`config.mk`:
```
export PLATFORM = sky130hd
export DESIGN_NAME = ascon_result_capture
export DESIGN_NICKNAME = d
export VERILOG_FILES = /design/src/rtl/ascon_cap_pkg.sv /design/src/rtl/ascon_sipo.sv /design/src/rtl/ascon_result_capture.sv
export SDC_FILE = /design/constraint.sdc
export NUM_CORES = 1
export LEC_CHECK = 0
export ABC_AREA = 1
export CAP_MARGIN = 25
export CORE_AREA = 10 10 296 156
export DETAILED_ROUTE_END_ITERATION = 12
export DIE_AREA = 0 0 306 166
export MAX_ROUTING_LAYER = met4
export PLACE_DENSITY = 0.83
export SLEW_MARGIN = 20
export SYNTH_ARGS = -nofsm -noshare
export SYNTH_HDL_FRONTEND = slang
export SYNTH_SLANG_ARGS = --single-unit
```
`constraint.sdc`:
```
create_clock -name clk -period 3.9 [get_ports clk]
set_input_delay 0.39 -clock clk [delete_from_list [all_inputs] [get_ports clk]]
set_output_delay 0.39 -clock clk [all_outputs]
set_load 0.05 [all_outputs]
```
`src/rtl/ascon_cap_pkg.sv`:
```
// rtl/ascon_cap_pkg.sv - shared state encoding and default widths for the Ascon result capture stage
package ascon_cap_pkg;

    typedef enum logic [1:0] {
        IDLE    = 2'd0,
        COLLECT = 2'd1,
        HOLD    = 2'd2
    } cap_state_t;

    localparam int ASCON_DATA_W = 128;
    localparam int ASCON_TAG_W  = 128;

endpackage

```
`src/rtl/ascon_sipo.sv`:
```
// rtl/ascon_sipo.sv - generic serial-in/parallel-out shifter with clear and enable
//
// Ports:
//   clk, rst : clock, asynchronous active-low reset
//   clr      : synchronous clear to zero (wins over en)
//   en       : shift one bit in at the LSB end (MSB-first stream)
//   sin      : serial input bit
//   q        : parallel word
module ascon_sipo #(
    parameter int W = 128
) (
    input  logic         clk,
    input  logic         rst,
    input  logic         clr,
    input  logic         en,
    input  logic         sin,
    output logic [W-1:0] q
);

    always_ff @(posedge clk or negedge rst) begin
        if (!rst) begin
            q <= '0;
        end else if (clr) begin
            q <= '0;
        end else if (en) begin
            q <= {q[W-2:0], sin};
        end
    end

endmodule

```
`src/rtl/ascon_result_capture.sv`:
```
// rtl/ascon_result_capture.sv - deserialises Ascon core output and presents one result on a valid/ready port
//
// Ports:
//   clk, rst            : clock, asynchronous active-low reset
//   start_i, decrypt_i  : start pulse copy and mode (1 = decrypt) sampled with it
//   data_si, tag_si     : serial data / tag from the core, MSB first
//   ready_si            : core done level; its rising edge ends collection
//   exp_tag_i           : expected tag for decrypt comparison
//   res_data_o/res_tag_o: captured words
//   res_valid_o/res_ready_i : result handshake
//   tag_ok_o, short_o   : result qualifiers, meaningful while res_valid_o=1
//   overrun_o           : sticky lost-result flag
//   busy_o              : collection in progress
module ascon_result_capture
    import ascon_cap_pkg::*;
#(
    parameter int DATA_W = ASCON_DATA_W,
    parameter int TAG_W  = ASCON_TAG_W,
    parameter int CNT_W  = 8
) (
    input  logic              clk,
    input  logic              rst,
    input  logic              start_i,
    input  logic              decrypt_i,
    input  logic              data_si,
    input  logic              tag_si,
    input  logic              ready_si,
    input  logic [TAG_W-1:0]  exp_tag_i,
    output logic [DATA_W-1:0] res_data_o,
    output logic [TAG_W-1:0]  res_tag_o,
    output logic              res_valid_o,
    input  logic              res_ready_i,
    output logic              tag_ok_o,
    output logic              short_o,
    output logic              overrun_o,
    output logic              busy_o
);

    localparam int MAX_W = (DATA_W > TAG_W) ? DATA_W : TAG_W;
    localparam logic [CNT_W:0] MAX_W_C = (CNT_W+1)'(MAX_W);

    cap_state_t state_q, state_d;

    logic              ready_q;
    logic              rdy_rise;
    logic              accept;
    logic              sh_clr, sh_en, cap, ovr_set, mode_ld;
    logic              mode_q;
    logic [CNT_W-1:0]  cnt_q;
    logic [CNT_W:0]    cnt_inc;
    logic [DATA_W-1:0] dsh;
    logic [TAG_W-1:0]  tsh;
    logic [DATA_W-1:0] cap_data;
    logic [TAG_W-1:0]  cap_tag;
    logic              unused_msb;

    assign rdy_rise = ready_si & ~ready_q;
    assign accept   = res_valid_o & res_ready_i;
    assign busy_o   = (state_q == COLLECT);

    // The capture includes the bit present on the serial inputs in the rdy_rise cycle.
    assign cap_data = {dsh[DATA_W-2:0], data_si};
    assign cap_tag  = {tsh[TAG_W-2:0], tag_si};
    assign unused_msb = ^{dsh[DATA_W-1], tsh[TAG_W-1]};

    // Bits received including the final one; one bit wider so saturation cannot wrap.
    assign cnt_inc = {1'b0, cnt_q} + (CNT_W+1)'(1);

    ascon_sipo #(.W(DATA_W)) u_data_sipo (
        .clk (clk),
        .rst (rst),
        .clr (sh_clr),
        .en  (sh_en),
        .sin (data_si),
        .q   (dsh)
    );

    ascon_sipo #(.W(TAG_W)) u_tag_sipo (
        .clk (clk),
        .rst (rst),
        .clr (sh_clr),
        .en  (sh_en),
        .sin (tag_si),
        .q   (tsh)
    );

    always_ff @(posedge clk or negedge rst) begin
        if (!rst) begin
            state_q <= IDLE;
        end else begin
            state_q <= state_d;
        end
    end

    always_comb begin
        state_d = state_q;
        sh_clr  = 1'b0;
        sh_en   = 1'b0;
        cap     = 1'b0;
        ovr_set = 1'b0;
        mode_ld = 1'b0;
        case (state_q)
            IDLE: begin
                if (start_i) begin
                    state_d = COLLECT;
                    sh_clr  = 1'b1;
                    mode_ld = 1'b1;
                end
            end
            COLLECT: begin
                if (rdy_rise) begin
                    // Capture beats a coincident restart; the lost start is flagged.
                    cap     = 1'b1;
                    sh_en   = 1'b1;
                    ovr_set = start_i;
                    state_d = HOLD;
                end else if (start_i) begin
                    sh_clr  = 1'b1;
                    mode_ld = 1'b1;
                end else begin
                    sh_en   = 1'b1;
                end
            end
            HOLD: begin
                if (accept) begin
                    if (start_i) begin
                        state_d = COLLECT;
                        sh_clr  = 1'b1;
                        mode_ld = 1'b1;
                    end else begin
                        state_d = IDLE;
                    end
                end else if (start_i) begin
                    ovr_set = 1'b1;
                end
                if (rdy_rise) begin
                    ovr_set = 1'b1;
                end
            end
            default: begin
                state_d = IDLE;
            end
        endcase
    end

    always_ff @(posedge clk or negedge rst) begin
        if (!rst) begin
            ready_q     <= 1'b0;
            mode_q      <= 1'b0;
            cnt_q       <= '0;
            res_data_o  <= '0;
            res_tag_o   <= '0;
            res_valid_o <= 1'b0;
            tag_ok_o    <= 1'b0;
            short_o     <= 1'b0;
            overrun_o   <= 1'b0;
        end else begin
            ready_q <= ready_si;
            if (mode_ld) begin
                mode_q <= decrypt_i;
            end
            if (sh_clr) begin
                cnt_q <= '0;
            end else if (sh_en && (cnt_q != '1)) begin
                cnt_q <= cnt_q + CNT_W'(1);
            end
            if (cap) begin
                res_data_o  <= cap_data;
                res_tag_o   <= cap_tag;
                res_valid_o <= 1'b1;
                short_o     <= (cnt_inc < MAX_W_C);
                tag_ok_o    <= mode_q & (cap_tag == exp_tag_i);
            end else if (accept) begin
                res_valid_o <= 1'b0;
            end
            if (ovr_set) begin
                overrun_o <= 1'b1;
            end
        end
    end

endmodule

```
Word-level counts from Yosys, hierarchy flattened. Cells that the tools add are included.

Add/sub/neg operators: 2. Order comparisons: 1. Equality and inequality tests: 7. Muxes and demuxes: 26. Bitwise operators: 4. Reduce and logical (&&, ||, !) cells: 6.

Operator list (count): two-way mux 127 bit (4); equality test 128 bit (1); two-way mux 8 bit (2); two-way mux 1 bit (14); adder 8 x 1 -> 9 bit (second input constant) (1); < comparator 9 x 8 -> 1 bit (second input constant) (1); adder 8 x 1 -> 8 bit (second input constant) (1); != test 8 bit (second input constant) (1); two-way mux 2 bit (3); one-hot mux 2 bit (3 select lines) (1); nonzero test 2 bit (3); != test 2 bit (second input constant) (2); bitwise AND 1 bit (3); one-hot mux 1 bit (3 select lines) (1); AND reduction 3 bit (1); equality test 2 x 1 -> 1 bit (second input constant) (1); equality test 2 bit (second input constant) (1); logical NOT 2 bit (1); != test 2 x 1 -> 1 bit (second input constant) (1); one-hot mux 1 bit (2 select lines) (1); logical AND 1 bit (1); inverter 1 bit (1).

Register bits after elaboration: 526. Bits of input ports: 136. Output and inout bits: 261. Word-level logic and storage cells: 58.

Longest topological paths before layout. Gate-level depths: netlist (run 1).

Depth in word-level cells: 7. Depth in mapped cells: 12. Mapped depth without buffers: 10.

Modules after synthesis. A second synthesis (run 1) with hierarchy kept.

Cells, all modules: 2696. Area, all modules: 22575.4 um2.

By module, submodules not included: ascon_result_capture (times used 1, cells an instance 1584, area an instance 12385.6 um2, sequential area each 6806.5 um2); ascon_sipo (times used 2, cells an instance 556, area an instance 5094.9 um2, sequential area each 3203.1 um2).

Least setup slack after synthesis (run 1). No wires, ideal clock.

Path kind: register to register. Start: register state_q[1]. End: register res_data_o[68]. Setup time: 0.131 ns. Data arrival time: 2.033 ns. Data required time: 3.769 ns. Setup slack: 1.736 ns. Cell stages (with the launch flop): 10. Path buffers: 2. Period minus slack after synthesis: 2.164 ns. Cell sequence: dfrtp_1 inv_1 ha_1 inv_1 nor2_1 inv_2 clkbuf_1 clkbuf_1 nand2_1 o21ai_0.

Longest elaborated chain between the ends: 2.

RTL lines: from (decl) (RTL line ascon_result_capture.sv:42) `cap_state_t state_q, state_d;`; from (signal assigned) (RTL line ascon_result_capture.sv:91) `state_q <= state_d;`; equality test 2 x 1 -> 1 bit; named net busy_o (RTL line ascon_result_capture.sv:36) `output logic busy_o`; two-way mux 1 bit (RTL line ascon_result_capture.sv:102) `case (state_q)`; to (signal assigned) (RTL line ascon_result_capture.sv:168) `res_data_o <= cap_data;`; to (decl) (RTL line ascon_result_capture.sv:29) `output logic [DATA_W-1:0] res_data_o,`.

The timed path passes the listed nets, and every way through them passes these cells. A chain may end at the register's enable or synchronous reset.

Worst setup path in the final report (run 1).
Start: register state_q[1]. End: output port busy_o.

Longest elaborated chain between the ends: 1.

RTL lines: equality test 2 x 1 -> 1 bit (RTL line ascon_result_capture.sv:59) `assign busy_o = (state_q == COLLECT);`; to (decl) (RTL line ascon_result_capture.sv:36).

Every way passes these cells.

==> results_dict.tcl, run 1 <==
set metrics [dict create \
    cp_cell_sequence "inv_1 -> ha_1 -> clkdlybuf4s50_1" \
    io_pins 397 \
    detail_route.drc_violations 0 \
    synth_cell_type_count 27 \
    place.gp.congestion 0.922 \
    power.density_nw_per_um2 548 \
    crit_required_ns 3.51 \
    grt.overflow.total 0 \
    number_of_antenna_violations_at_the_first_check_in_global_routing 3 \
    final.min_clock_period_ns 2.65 \
    start_kind "register" \
    synthToLayoutAreaGrowth_pct 26.0 \
    power.static_leakage_nw 15.2 \
    fin_nets 3258 \
    cts_root_buffer "sky130_fd_sc_hd__clkbuf_16" \
    cts_buffer_depth 3 \
    synth.yosys.seq_area_share_pct 57.2 \
    floorplan.initialDensity_pct 55.9 \
    num_vias 19300 \
    design.core.area_um2 41200 \
    dp_hpwl_mm 45.4 \
    track_usage_pct 25.9 \
    synthesis.area_um2 23000 \
    numPortBuffers 396 \
    critPathCaptureType "primary output" \
    synthesis.instances 2783 \
    maxSlewViolCount 0 \
    floorplan.die.height_um 166 \
    max_slew_margin_pct 32.1 \
    ys.warnings.count 0 \
    tritoncts.num_buffers 47 \
    critical-path-max-stage-delay_ns 0.92 \
    postRouteAntennaNets 0 \
    route.detailed.vias_per_inst 5.22 \
    die_width_um 306 \
    synth.ff_latch_count 526 \
    cts_setup_buffers 0 \
    timing.final.crit_share_pct 68.1 \
    initialDrtViolationCount 1774 \
    fp.dieArea_um2 50800 \
    setup_viol_count_final 0 \
    power.ir.vdd_worst_v 0.000631 \
    critPathArrivalTime_ns 2.26 \
    tightest_slew_ns 1.02 \
    skew_pair_late_insertion_delay_ns 0.57 \
    fin_skew_ns 0.0286 \
    clock.fmax_mhz 377 \
    tritoncts_clock_tree "yes" \
    setup_tns_ns 0 \
    placementRows 53 \
    setup_ws_ns 1.25 \
    sum_of_routed_wire_length_over_all_layers_mm 65.3 \
    rsz0062_at_grt "no" \
    synth_fp_nets 2925 \
    drive_gt1_share_pct 3.52 \
    grt_pass1_wl_mm 105 \
    cts.reportedPaths.clkPinSlew_ns 0.07 \
    timing.final.hold_violations 0 \
    timing.critical_path.slowest_stage_cell "sky130_fd_sc_hd__clkdlybuf4s50_1" \
    routed_wire_length_per_instance_um 17.6 \
    worstSetupPathType "register to primary output" \
    dpl_worst_slack_ns 1.19 \
    drt-pass1-iter-count 6 \
    grt_max_degree 179 \
    drv.max_cap_violation_count 0 \
    cts-htree-levels 2 \
    outcome "completed" \
    syn-mean-instance-area_um2 8.27 \
    critical_path_peak_fanout 4 \
    cts_sinks 526 \
    hold_path.class "input pin to register" \
    filler_cell_count 3029 \
    grt_pass1_vias 19100 \
]
[worst max-delay path: cells and delay by family (launching register included)]
kind | cells | cell delay (ns)
buffers and inverters | 2 | 1.05
flip-flops | 1 | 0.42
adder cells (fa/ha/maj) | 1 | 0.22
[layer usage]
layer	vias up	global-route usage, %	part of all wire [%]
met5	-	-	0
met4	0	6.07	2.1
met3	92	3.97	5.3
met2	595	41.6	49
met1	9427	34.4	44
li1	9232	-	-
[repair_timing]
item | CTS | global route
hold endpoints to repair | 92 | 0
hold buffers | 1 | 0
resized for setup | 0 | 0
[path summary, 6_finish.rpt]
check,depth (start not counted),end,start,slack (ns)
max,3,busy_o,state_q[1],1.25
min,1,ready_q,ready_si,0.34
max reg2reg,8,u_data_sipo.q[58],state_q[1],1.26
min reg2reg,2,res_data_o[0],res_data_o[0],0.47
max in group asynchronous,3,res_data_o[23],rst,2.26
min in group asynchronous,2,res_tag_o[77],rst,0.42
[per-stage QoR]
step                      std cells  area, um^2  utilization [%]  hold slack [ns]  total power [mW]
after floorplan                2783       23000                -           0.0944              9.51
after detailed placement       3616       27400             66.6            0.462              11.2
after CTS                      3702       29000             70.4            0.300              16.0
final                          3705       29000             70.4            0.341              15.9
after global routing           3705       29000             70.4            0.305              16.6
after global placement         3616       27400             66.6            0.449              11.1
[synthesized netlist by cell type]
cell	number	area share, %
sky130_fd_sc_hd__buf_1	3	0.049
sky130_fd_sc_hd__buf_4	1	0.033
sky130_fd_sc_hd__buf_2	38	0.83
sky130_fd_sc_hd__a21oi_1	6	0.13
sky130_fd_sc_hd__buf_6	11	0.54
sky130_fd_sc_hd__nor2_1	328	5.3
sky130_fd_sc_hd__xnor2_1	14	0.53
sky130_fd_sc_hd__nand2_1	559	9.1
sky130_fd_sc_hd__o21ai_0	300	6.5
sky130_fd_sc_hd__nand3_1	15	0.33
sky130_fd_sc_hd__inv_2	3	0.049
sky130_fd_sc_hd__a21boi_0	1	0.033
sky130_fd_sc_hd__a21oi_2	1	0.038
sky130_fd_sc_hd__nand4_1	5	0.14
sky130_fd_sc_hd__clkbuf_1	88	1.4
sky130_fd_sc_hd__a31oi_1	254	6.9
sky130_fd_sc_hd__inv_1	607	9.9
sky130_fd_sc_hd__nor3_1	2	0.043
sky130_fd_sc_hd__o22ai_1	3	0.082
sky130_fd_sc_hd__a31o_2	1	0.038
sky130_fd_sc_hd__xor2_1	7	0.27
sky130_fd_sc_hd__nor3b_1	1	0.033
sky130_fd_sc_hd__nand3b_1	1	0.033
sky130_fd_sc_hd__a21o_1	1	0.033
sky130_fd_sc_hd__dfrtp_1	526	57
sky130_fd_sc_hd__nand2_2	1	0.027
sky130_fd_sc_hd__ha_1	6	0.33
[report_power, final]
group / switching, mW / leakage, nW / total (mW) / internal, mW
Clock: 2.08 / 0.765 / 4.75 / 2.66
Combinational: 3.65 / 7.11 / 4.93 / 1.28
Sequential: 0.320 / 7.29 / 6.22 / 5.90
Total: 6.05 / 15.2 / 15.9 / 9.85
[layout by cell type (no fill, tap or decap), types with 5 or more instances in the layout]
master	instances
sky130_fd_sc_hd__inv_1	607
sky130_fd_sc_hd__clkbuf_8	10
sky130_fd_sc_hd__a31oi_1	254
sky130_fd_sc_hd__dfrtp_1	526
sky130_fd_sc_hd__clkbuf_16	48
sky130_fd_sc_hd__buf_4	14
sky130_fd_sc_hd__o21ai_0	300
sky130_fd_sc_hd__clkbuf_1	10
sky130_fd_sc_hd__clkinv_2	7
sky130_fd_sc_hd__ha_1	6
sky130_fd_sc_hd__xnor2_1	14
sky130_fd_sc_hd__a21oi_1	6
sky130_fd_sc_hd__nand4_1	5
sky130_fd_sc_hd__nor2_1	328
sky130_fd_sc_hd__clkdlybuf4s50_1	395
sky130_fd_sc_hd__buf_12	14
sky130_fd_sc_hd__xor2_1	7
sky130_fd_sc_hd__nand3_1	15
sky130_fd_sc_hd__nand2_1	558
[cell type report]
class | instances | area (um^2) | area share, %
diodes | 3 | 7.51 | 0.0259
repair buffers | 425 | 4360 | 15.0
clock inverters | 17 | 190 | 0.656
flip-flops and latches | 526 | 13200 | 45.4
multi-input cells | 1506 | 6920 | 23.9
inverters | 610 | 2300 | 7.92
clock buffers | 68 | 1380 | 4.74
well taps | 550 | 688 | 2.37
[registers in the layout, summed over array words and instances (netlist names), 2 cells and up]
name           count
state_q            2
cnt_q              8
res_tag_o        128
res_data_o       128
u_data_sipo.q    127
u_tag_sipo.q     127
[logic make-up after synthesis]
family / after synthesis / synth area share, %
AND/OR/NAND/NOR: 912 / 15.1
adder cells (fa/ha/maj): 6 / 0.326
flip-flops: 526 / 57.2
XOR/XNOR: 21 / 0.799
buffers and inverters: 751 / 12.8
AO/OA/AOI/OAI: 567 / 13.8
(Power assumes the default switching activity.)
==> run 2, diff against run 1 <==
- CORE_AREA: 10 10 296 156 -> 10 10 306 161
- DIE_AREA: 0 0 306 166 -> 0 0 316 171
- PLACE_DENSITY: 0.83 -> 0.78
- clock period: 3.9 -> 2.5 ns (I/O delays scaled with it)
==> run 2 against run 1 <==
  * Utilization decreased by 4.0 points
  * Routed wire length is 1.3% higher
  * Design area rose by 1.4%
  * Die area is 6.4% higher
  * Hold slack got worse by 0.16 ns
  * Critical endpoint unchanged
  * Largest power group unchanged
  * Highest routed layer unchanged
==> results_dict.tcl, run 2 (same netlist as run 1, synthesis figures left out) <==
set metrics [dict create \
    sum_of_routed_wire_length_over_all_layers_mm 66.1 \
    worstSetupPathType "register to primary output" \
    tritoncts_clock_tree "yes" \
    skew_pair_late_insertion_delay_ns 0.56 \
    num_vias 19400 \
    busiest_layer "met2" \
    most-common-layout-cells "sky130_fd_sc_hd__inv_1 (607), sky130_fd_sc_hd__nand2_1 (558), sky130_fd_sc_hd__dfrtp_1 (526), sky130_fd_sc_hd__clkdlybuf4s50_1 (394), sky130_fd_sc_hd__nor2_1 (328)" \
    power.density_nw_per_um2 861 \
    r2r_start "state_q[1]" \
    setup_viol_count_final 0 \
    synthToLayoutAreaGrowth_pct 27.8 \
    power.ir.vdd_worst_v 0.000676 \
    placementRows 55 \
    fin_nets 3279 \
    fin_skew_ns 0.0153 \
    hold_path.startpoint "ready_si" \
    drive_gt1_share_pct 4.19 \
    grt_max_degree 133 \
    cts.reportedPaths.clkPinSlew_ns 0.07 \
    io_pins 397 \
    number_of_antenna_violations_at_the_first_check_in_global_routing 2 \
    track_usage_pct 24.5 \
    cts_buffer_depth 3 \
    filler_cell_count 3506 \
    timing.final.crit_share_pct 86.8 \
    routed_wire_length_per_instance_um 17.5 \
    r2r.worst_path.cells 10 \
    layoutNonFillerInstCount 3772 \
    tritoncts.num_buffers 47 \
    worst_hold_path.num_cells 1 \
    fp.dieArea_um2 54000 \
    cts_sinks 526 \
    cp_cell_sequence "inv_1 -> ha_1 -> dlygate4sd2_1" \
    critical-path-max-stage-delay_ns 0.61 \
    numPortBuffers 396 \
    rsz0062_at_grt "no" \
    die_width_um 316 \
    tightest_slew_ns 0.812 \
    cts_root_buffer "sky130_fd_sc_hd__clkbuf_16" \
    final.min_clock_period_ns 2.17 \
    outcome "completed" \
    crit_required_ns 2.25 \
    critPathCaptureType "primary output" \
    grt_pass1_wl_mm 103 \
    global_route.usage.met2_pct 39.0 \
    floorplan.die.height_um 171 \
    rr_endpoint "u_data_sipo.q[37]" \
    hold_path.class "input pin to register" \
    final_common_cell "sky130_fd_sc_hd__inv_1" \
    place.gp.congestion 0.908 \
    design.core.area_um2 44200 \
    max_slew_margin_pct 45.9 \
    timing.final.hold_violations 0 \
    grt_use_met1_pct 32.4 \
    grt_pass1_vias 18900 \
    initialDrtViolationCount 1850 \
    maxSlewViolCount 0 \
    place_inst 3685 \
    setup_tns_ns 0 \
    cts-htree-levels 2 \
    drv.max_cap_violation_count 0 \
    critical_path_peak_fanout 4 \
    holdPathEnd "ready_q" \
    power.static_leakage_nw 15.3 \
    timing.reg2reg.setup_slack_ns 0.39 \
    dp_hpwl_mm 47.4 \
    drt-pass1-iter-count 5 \
    grt.overflow.total 0 \
    postRouteAntennaNets 0 \
    detail_route.drc_violations 0 \
    top_regs "res_data_o: 128 flops, res_tag_o: 128 flops" \
    floorplan.initialDensity_pct 52.0 \
    start_kind "register" \
    route.detailed.vias_per_inst 5.15 \
    clock.fmax_mhz 461 \
    critPathArrivalTime_ns 1.92 \
    timing.critical_path.slowest_stage_cell "sky130_fd_sc_hd__dlygate4sd2_1" \
    met3_track_demand_over_resource_in_global_routing_pct 4.00 \
]
-- run 2: per-layer routing --
layer	vias to the layer above	wire length [um]
li1	9294	-
met1	9364	28600
met2	652	31600
met3	106	4250
met4	0	1680
met5	-	0
-- run 2: final cells by class --
cell class	count	area (um^2)	area share, %
sequential	526	13200	44.8
multi-input combinational	1506	6920	23.5
timing repair buffer	446	4660	15.8
inverter	610	2300	7.81
clock buffer	67	1370	4.66
tap	598	748	2.54
clock inverter	17	240	0.817
antenna	2	5.00	0.0170
-- run 2: worst max path at each step --
stage | endpoint | startpoint | depth (start not counted) | slack (ns)
detailed placement | u_tag_sipo.q[77] | res_ready_i | 11 | 0.27
global route | busy_o | state_q[1] | 3 | 0.23
global placement | u_tag_sipo.q[42] | res_ready_i | 11 | 0.33
finish | busy_o | state_q[1] | 3 | 0.33
floorplan | res_data_o[68] | state_q[1] | 9 | 0.34
CTS | busy_o | state_q[1] | 3 | 0.27
-- run 2: what timing repair did --
item / 4_1_cts / 5_1_grt
endpoints found under the setup margin: 1 / 0
endpoints found under the hold margin: 63 / 0
hold buffers: 1 / 0
buffers inserted: 0 / 0
resized for setup: 1 / 0
-- run 2: power breakdown --
part / switching [mW] / leakage, nW / internal, mW
Sequential: 0.491 / 7.29 / 9.21
Clock: 3.24 / 0.784 / 4.35
Combinational: 5.74 / 7.26 / 2.29
-- run 2: through the flow --
| stage | util [%] | worst slack, ns | total power [mW] | hold WS, ns | area (um^2) |
|---|---|---|---|---|---|
| 3_3_place_gp | 62.8 | 0.332 | 17.7 | 0.353 | 27800 |
| 5_1_grt | 66.5 | 0.225 | 26.4 | 0.162 | 29400 |
| 6_report | 66.5 | 0.330 | 25.3 | 0.183 | 29400 |
| 3_5_place_dp | 62.8 | 0.271 | 17.9 | 0.357 | 27800 |
| 2_1_floorplan | - | 0.336 | 14.8 | -0.0456 | 23000 |
| 4_1_cts | 66.4 | 0.271 | 25.5 | 0.157 | 29400 |
-- run 2: critical path: cells and delay by family (launching register included) --
family / cells / cell delay (ns)
flip-flops: 1 / 0.41
adder cells (fa/ha/maj): 1 / 0.22
buffers and inverters: 2 / 0.73
